[config.mk]
export PLATFORM = sky130hd
export DESIGN_NAME = bht_update_queue
export DESIGN_NICKNAME = d
export VERILOG_FILES = /design/src/rtl/bht_update_queue.sv
export SDC_FILE = /design/constraint.sdc
export NUM_CORES = 1
export LEC_CHECK = 0
export ABC_CLOCK_PERIOD_IN_PS = 4700
export CAP_MARGIN = 20
export CORE_AREA = 2 2 177 179
export CTS_BUF_LIST = sky130_fd_sc_hd__clkbuf_16
export DETAILED_ROUTE_END_ITERATION = 10
export DIE_AREA = 0 0 179 181
export PLACE_DENSITY = 0.75
export SLEW_MARGIN = 20
export SYNTH_ARGS = -nofsm -noshare
export SYNTH_HDL_FRONTEND = slang
export SYNTH_SLANG_ARGS = --single-unit
[constraint.sdc]
create_clock -name clk_i -period 4.7 [get_ports clk_i]
set_input_delay 0.94 -clock clk_i [delete_from_list [all_inputs] [get_ports clk_i]]
set_output_delay 0.94 -clock clk_i [all_outputs]
set_load 0.03 [all_outputs]
[src/rtl/bht_update_queue.sv]
// Elastic FIFO carrying resolved branch outcomes to the BHT.
// resolve_i / bht_update_o are packed as {valid, pc[VLEN-1:0], taken}.
module bht_update_queue #(
  parameter int unsigned VLEN    = 64,
  parameter int unsigned DEPTH   = 4,
  parameter int unsigned DROP_CW = 8
) (
  input  logic               clk_i,
  input  logic               rst_ni,
  input  logic               flush_i,
  input  logic               debug_mode_i,
  input  logic [VLEN+1:0]    resolve_i,
  input  logic               bht_ready_i,
  output logic [VLEN+1:0]    bht_update_o,
  output logic               full_o,
  output logic               empty_o,
  output logic [DROP_CW-1:0] drop_cnt_o
);

  localparam int unsigned PW = $clog2(DEPTH);
  localparam int unsigned CW = PW + 1;
  localparam logic [CW-1:0] FULL = CW'(DEPTH);

  logic [VLEN-1:0]    pc_q [DEPTH];
  logic [DEPTH-1:0]   taken_q;
  logic [PW-1:0]      rd_ptr_q, wr_ptr_q;
  logic [CW-1:0]      count_q, count_d;
  logic [DROP_CW-1:0] drop_cnt_q;

  logic            res_valid;
  logic [VLEN-1:0] res_pc;
  logic            res_taken;
  logic            push_req;
  logic            push;
  logic            pop;
  logic            out_valid;
  logic            is_full;
  logic            is_empty;
  logic            overflow;

  assign res_valid = resolve_i[VLEN+1];
  assign res_pc    = resolve_i[VLEN:1];
  assign res_taken = resolve_i[0];

  assign is_full   = (count_q == FULL);
  assign is_empty  = (count_q == '0);
  assign out_valid = !is_empty && !flush_i;

  assign push_req = res_valid && !debug_mode_i && !flush_i;
  assign pop      = out_valid && bht_ready_i;
  assign push     = push_req && (!is_full || pop);
  assign overflow = push_req && is_full && !pop;

  assign count_d = count_q + CW'(push) - CW'(pop);

  // Head is read straight from storage; no bypass of the incoming update.
  always_comb begin
    bht_update_o = '0;
    if (!is_empty) begin
      bht_update_o = {out_valid, pc_q[rd_ptr_q], taken_q[rd_ptr_q]};
    end
  end

  assign full_o     = is_full;
  assign empty_o    = is_empty;
  assign drop_cnt_o = drop_cnt_q;

  always_ff @(posedge clk_i or negedge rst_ni) begin
    if (!rst_ni) begin
      rd_ptr_q <= '0;
      wr_ptr_q <= '0;
      count_q  <= '0;
      taken_q  <= '0;
      for (int i = 0; i < DEPTH; i++) begin
        pc_q[i] <= '0;
      end
    end else if (flush_i) begin
      rd_ptr_q <= '0;
      wr_ptr_q <= '0;
      count_q  <= '0;
    end else begin
      if (push) begin
        pc_q[wr_ptr_q]    <= res_pc;
        taken_q[wr_ptr_q] <= res_taken;
        wr_ptr_q          <= wr_ptr_q + PW'(1);
      end
      if (pop) begin
        rd_ptr_q <= rd_ptr_q + PW'(1);
      end
      count_q <= count_d;
    end
  end

  // Flush never counts as a drop since push_req is already masked.
  always_ff @(posedge clk_i or negedge rst_ni) begin
    if (!rst_ni) begin
      drop_cnt_q <= '0;
    end else if (overflow && !(&drop_cnt_q)) begin
      drop_cnt_q <= drop_cnt_q + DROP_CW'(1);
    end
  end

endmodule

; After elaboration in Yosys (flattened, before gate mapping)
; Index checks and enable logic that the tools add are counted.
[word_totals]
mem_bits_rw = 0
in_bits = 71
n_memories = 0
mem_bits_ro = 0
regBits = 275
word_cells = 63
latchBits = 0
[op_classes]
mux = 17
n_eq_ne = 1
n_bitwise = 3
div = 0
n_reduce_logical = 22
n_mul = 0
n_lt_le_gt_ge = 6
shifts = 0
n_addsub = 5
[op_table]
columns = cell, count
row1 = $bwmux W256, 1
row2 = $mux W64, 3
row3 = $bmux W64 S2, 1
row4 = $demux W64 S2, 1
row5 = $mux W66, 1
row6 = $logic_and A1 B1 Y1, 10
row7 = $add A8 B1 Y8 const B, 1
row8 = $mux W2, 4
row9 = $reduce_and A8 Y1, 1
row10 = $ge A3 B3 Y1 const B, 2
row11 = $logic_not A1 Y1, 6
row12 = $lt A2 B3 Y1 const B, 2
row13 = $not A2 Y3, 2
row14 = $add A2 B1 Y2 const B, 2
row15 = $bwmux W4, 1
row16 = $reduce_bool A2 Y1, 2
row17 = $add A3 B1 Y3, 1
row18 = $eq A3 B3 Y1 const B, 1
row19 = $logic_not A3 Y1, 1
row20 = $lt A3 B1 Y1 const B, 1
row21 = $mux W3, 1
row22 = $sub A3 B1 Y3, 1
row23 = $bmux W1 S2, 1
row24 = $demux W1 S2, 1
row25 = other kinds (5), 6

; Depth between registers and ports, before layout
[depth]
word_depth = 9
mapped_depth = 12

; Least setup slack after synthesis
; OpenSTA, ideal clock, no wires.
[synth_path]
kind = reg2out
from = register rd_ptr_q[0]
to = output port bht_update_o[37]
n_path_buf = 3
setup_slack_ps = 2047
stages_incl_launch_ff = 6
t_arrival_ps = 1713
path_cell_list = dfrtp_1 clkbuf_1 buf_4 buf_2 mux4_2 and2_1
[synth_via]
elab_chain_cells = 5
[synth_lines]
columns = item, line_no
row1 = start: declaration, 26  ; logic [PW-1:0] rd_ptr_q, wr_ptr_q;
row2 = start signal: assignment, 88  ; rd_ptr_q <= rd_ptr_q + PW'(1);
row3 = $not A2 Y3 (not written as such), 60  ; bht_update_o = {out_valid, pc_q[rd_ptr_q], taken_q[rd_ptr_q]};
row4 = $bmux W64 S2, 60
row5 = $mux W64 (not written as such) (2 in series), 60
row6 = $mux W66, 59  ; if (!is_empty) begin
row7 = end: declaration, 14  ; output logic [VLEN+1:0] bht_update_o,
; No other way between the ends. The select of a mux whose other input is x is not followed.

; Worst setup path in the final report
[layout_path]
from = register rd_ptr_q[0]
to = output port bht_update_o[22]
; Same word-level chain as after synthesis.

==> flow_metrics.py <==
metrics = {
    "status": {
        "outcome": "complete, no violations",
    },
    "yosys": {
        "ys_seq_elements": 275,
        "synthAdderAreaFrac": 0.00702,
        "synth_ff_type": "dfrtp_1",
        "synthCells": 785,
        "synthSimpleGateAreaFrac": 0.0466,
        "synth-edff-count": 0,
        "synth_compound_area_frac": 0.00268,
        "yosys_warnings": 0,
        "synth_top_family_by_area": "multiplexers",
        "synthesis.area_sq_um": 13600,
        "synth_mux_area_frac": 0.380,
        "syn-num-nets": 863,
        "yosysSeqAreaShare": 0.508,
        "postSynth.asyncResetShare": 1.00,
        "avgSynthCellArea_sq_um": 17.3,
        "synth_xor_area_frac": 0.00840,
        "synth.distinct_cells": 32,
    },
    "placement": {
        "postPlaceCellArea_sq_um": 15100,
        "gp_congestion": 0.730,
        "hpwl_mm": 17.2,
        "io_buffers": 146,
    },
    "power_and_ir_drop": {
        "p_sw_frac": 0.305,
        "p_sw_w": 0.00271,
        "p_int_w": 0.00616,
        "power.share.clock": 0.262,
        "peakVddDrop_mv": 0.302,
        "powerDensity_nw_per_um2": 550,
        "p_leak_nw": 7.76,
        "p_seq_frac": 0.374,
        "p_comb_frac": 0.365,
    },
    "timing": {
        "hold_violations": 0,
        "skew_ns": 0.0124,
        "period_needed_ns": 3.91,
        "fin_tns_setup_ns": 0,
        "final_max_slew_viol_count": 0,
        "rsz0062_at_grt": "no",
        "slew_headroom": 0.345,
        "post-route-period-util": 0.832,
        "setup_viol": 0,
        "max_freq_mhz": 256,
        "tightest_slew_ns": 0.982,
    },
    "route": {
        "m1WireLength_mm": 13.0,
        "initialDrtViolationCount": 376,
        "first_pass_iters": 4,
        "drt_wl_total_mm": 27.7,
        "vias_per_cell": 5.23,
        "post-route-drc-count": 0,
        "top_layer": "met4",
        "ant_nets": 0,
        "wl_per_cell_um": 20.5,
        "num_vias": 7052,
        "wl_met3_mm": 1.55,
        "routed-wl-met2_mm": 12.7,
    },
    "final_layout": {
        "finalNetCount": 1007,
        "drive_gt1_frac": 0.416,
        "final_area_sq_um": 16100,
        "areaGrowthSynthToFinish_pct": 19.0,
    },
    "job": {
        "drv_cap": 0,
    },
    "floorplanning": {
        "core_sq_um": 30300,
        "die_area_sq_um": 32400,
        "die_x_um": 179,
        "floorplan.initialDensity": 0.446,
        "die_y_um": 181,
        "pin_count": 147,
        "rows": 64,
    },
    "worst_setup_path": {
        "crit_path_max_fanout": 20,
        "critPathKind": "flip-flop to output pin",
        "cp_slowest_stage_delay_ns": 0.70,
        "cp_data_arrival_time_ns": 2.97,
        "cp_data_required_time_ns": 3.76,
        "crit_path_start": "rd_ptr_q[0]",
        "end_kind": "output pin",
        "worstReg2RegStart": "count_q[1]",
        "cp_slowest_cell": "dfrtp_4",
        "worstPathCellList": "buf_4, mux4_2, and2_1, clkdlybuf4s50_1",
        "critPathLaunchType": "flip-flop",
    },
    "grt": {
        "grt_max_degree": 128,
        "grt_pass1_wl_mm": 45.5,
        "grt_usage": 0.178,
        "overflow": 0,
        "grt_pass1_vias": 7889,
        "antenna_found_initial": 2,
    },
    "clock_network": {
        "htreeDepth": 1,
        "ctsRootBufferMaster": "clkbuf_16",
        "clkTransAtPathRegs_ns": 0.06,
        "hold_buffers": 0,
        "clock_sinks": 275,
        "cts_made_buffers": 30,
        "cts.path.max_buffers": 3,
        "cts_tree": "built",
        "clk_latency_ns": 0.55,
        "post_cts_resized": 0,
        "post_cts_buffers": 0,
    },
    "min_path": {
        "hp-class": "input port to asynchronous set/reset pin",
    },
}
[Yosys cell counts, types with 2 or more instances]
master | count | share of area
nor2_1 | 10 | 0.0028
xnor2_1 | 6 | 0.0039
buf_4 | 6 | 0.0033
mux2_4 | 200 | 0.22
buf_1 | 2 | 0.00055
dfrtp_1 | 275 | 0.51
clkbuf_1 | 14 | 0.0039
inv_1 | 6 | 0.0017
nand2_2 | 4 | 0.0018
nand3_1 | 4 | 0.0015
nor3b_1 | 3 | 0.0017
nand2_1 | 4 | 0.0011
xor2_1 | 7 | 0.0045
buf_12 | 24 | 0.035
nor3_1 | 3 | 0.0011
buf_2 | 6 | 0.0022
nand4_1 | 2 | 0.00092
and2_1 | 65 | 0.030
mux4_2 | 65 | 0.11
mux2_2 | 61 | 0.051
a21oi_1 | 2 | 0.00074
ha_1 | 6 | 0.0055
[per-layer routing]
layer | GRT usage | vias up
met5 | 0 | -
met4 | 0.0302 | 0
met3 | 0.0404 | 29
met2 | 0.274 | 146
met1 | 0.260 | 3750
li1 | - | 3127
[metrics by stage]
stage                      util  setup WS [ns]  power [W]  cells  hold slack [ns]
final                     0.531          0.790    0.00886   1349            0.477
after detailed placement  0.499           1.15    0.00660   1293            0.487
after global placement    0.499           1.24    0.00654   1293            0.482
after global routing      0.531          0.639    0.00933   1348            0.514
after CTS                 0.531          0.711    0.00897   1348            0.501
after floorplan               -           2.05    0.00550    785            0.474
[final cells by class]
class | instances | area (sq um)
clock inverters | 24 | 201
repair buffers | 164 | 1690
clock buffers | 31 | 776
inverters | 6 | 22.5
flip-flops and latches | 275 | 6890
fillers | 2456 | 14200
well taps | 396 | 495
multi-input cells | 452 | 6050
diodes | 1 | 2.50
[registers in the layout, indices dropped and copies added, names as in the netlist]
name and cells:
rd_ptr_q 2, count_q 3, wr_ptr_q 2, taken_q 4, drop_cnt_o 8, pc_q 256
[critical path: cells and delay by family, from the launching register on]
kind                   cells  cell delay [ns]
multiplexers               1             0.57
AND/OR/NAND/NOR            1             0.18
buffers and inverters      2             0.97
flip-flops                 1             0.70
[worst paths after layout]
path	depth (start not counted)	endpoint	slack, ns
max in group asynchronous	2	pc_q[50]	3.16
worst min register to register	1	pc_q[8]	0.50
worst max register to register	10	count_q[2]	1.90
worst min-delay path	1	pc_q[169]	0.48
worst max-delay path	4	bht_update_o[22]	0.79
min in group clk_i	1	pc_q[8]	0.50
[power by group through the flow]
stage | clock, W | sequential (W) | combinational (W)
global route | 0.00248 | 0.00338 | 0.00346
global placement | 0 | 0.00331 | 0.00323
CTS | 0.00238 | 0.00331 | 0.00328
floorplan | 0 | 0.00318 | 0.00231
finish | 0.00232 | 0.00331 | 0.00323
detailed placement | 0 | 0.00333 | 0.00328
[cells by family (layout without fill, tap and decap cells)]
family / Yosys count / count (layout)
other: 0 / 1
buffers and inverters: 58 / 225
adder cells (fa/ha/maj): 7 / 7
XOR/XNOR: 13 / 13
flip-flops: 275 / 275
AO/OA/AOI/OAI: 4 / 4
multiplexers: 326 / 326
AND/OR/NAND/NOR: 102 / 102
[cell usage in the layout (no fill, tap or decap), types with 2 or more instances in the layout]
cell type | Yosys | routed
ha_1 | 6 | 6
clkdlybuf4s50_1 | 0 | 145
xnor2_1 | 6 | 6
nor2_1 | 10 | 10
buf_4 | 6 | 11
nand4_1 | 2 | 2
clkinv_2 | 0 | 5
inv_1 | 6 | 17
dfrtp_1 | 275 | 273
bufinv_16 | 0 | 4
a21oi_1 | 2 | 2
and2_1 | 65 | 65
nand3_1 | 4 | 4
nand2_4 | 0 | 4
xor2_1 | 7 | 7
buf_12 | 24 | 7
nand2_1 | 4 | 4
clkbuf_16 | 0 | 31
clkinv_1 | 0 | 4
mux4_2 | 65 | 65
mux2_2 | 61 | 61
nor3_1 | 3 | 3
mux2_4 | 200 | 200
nor3b_1 | 3 | 3
dfrtp_4 | 0 | 2
No activity file was read; power rests on OpenSTA's default activity.
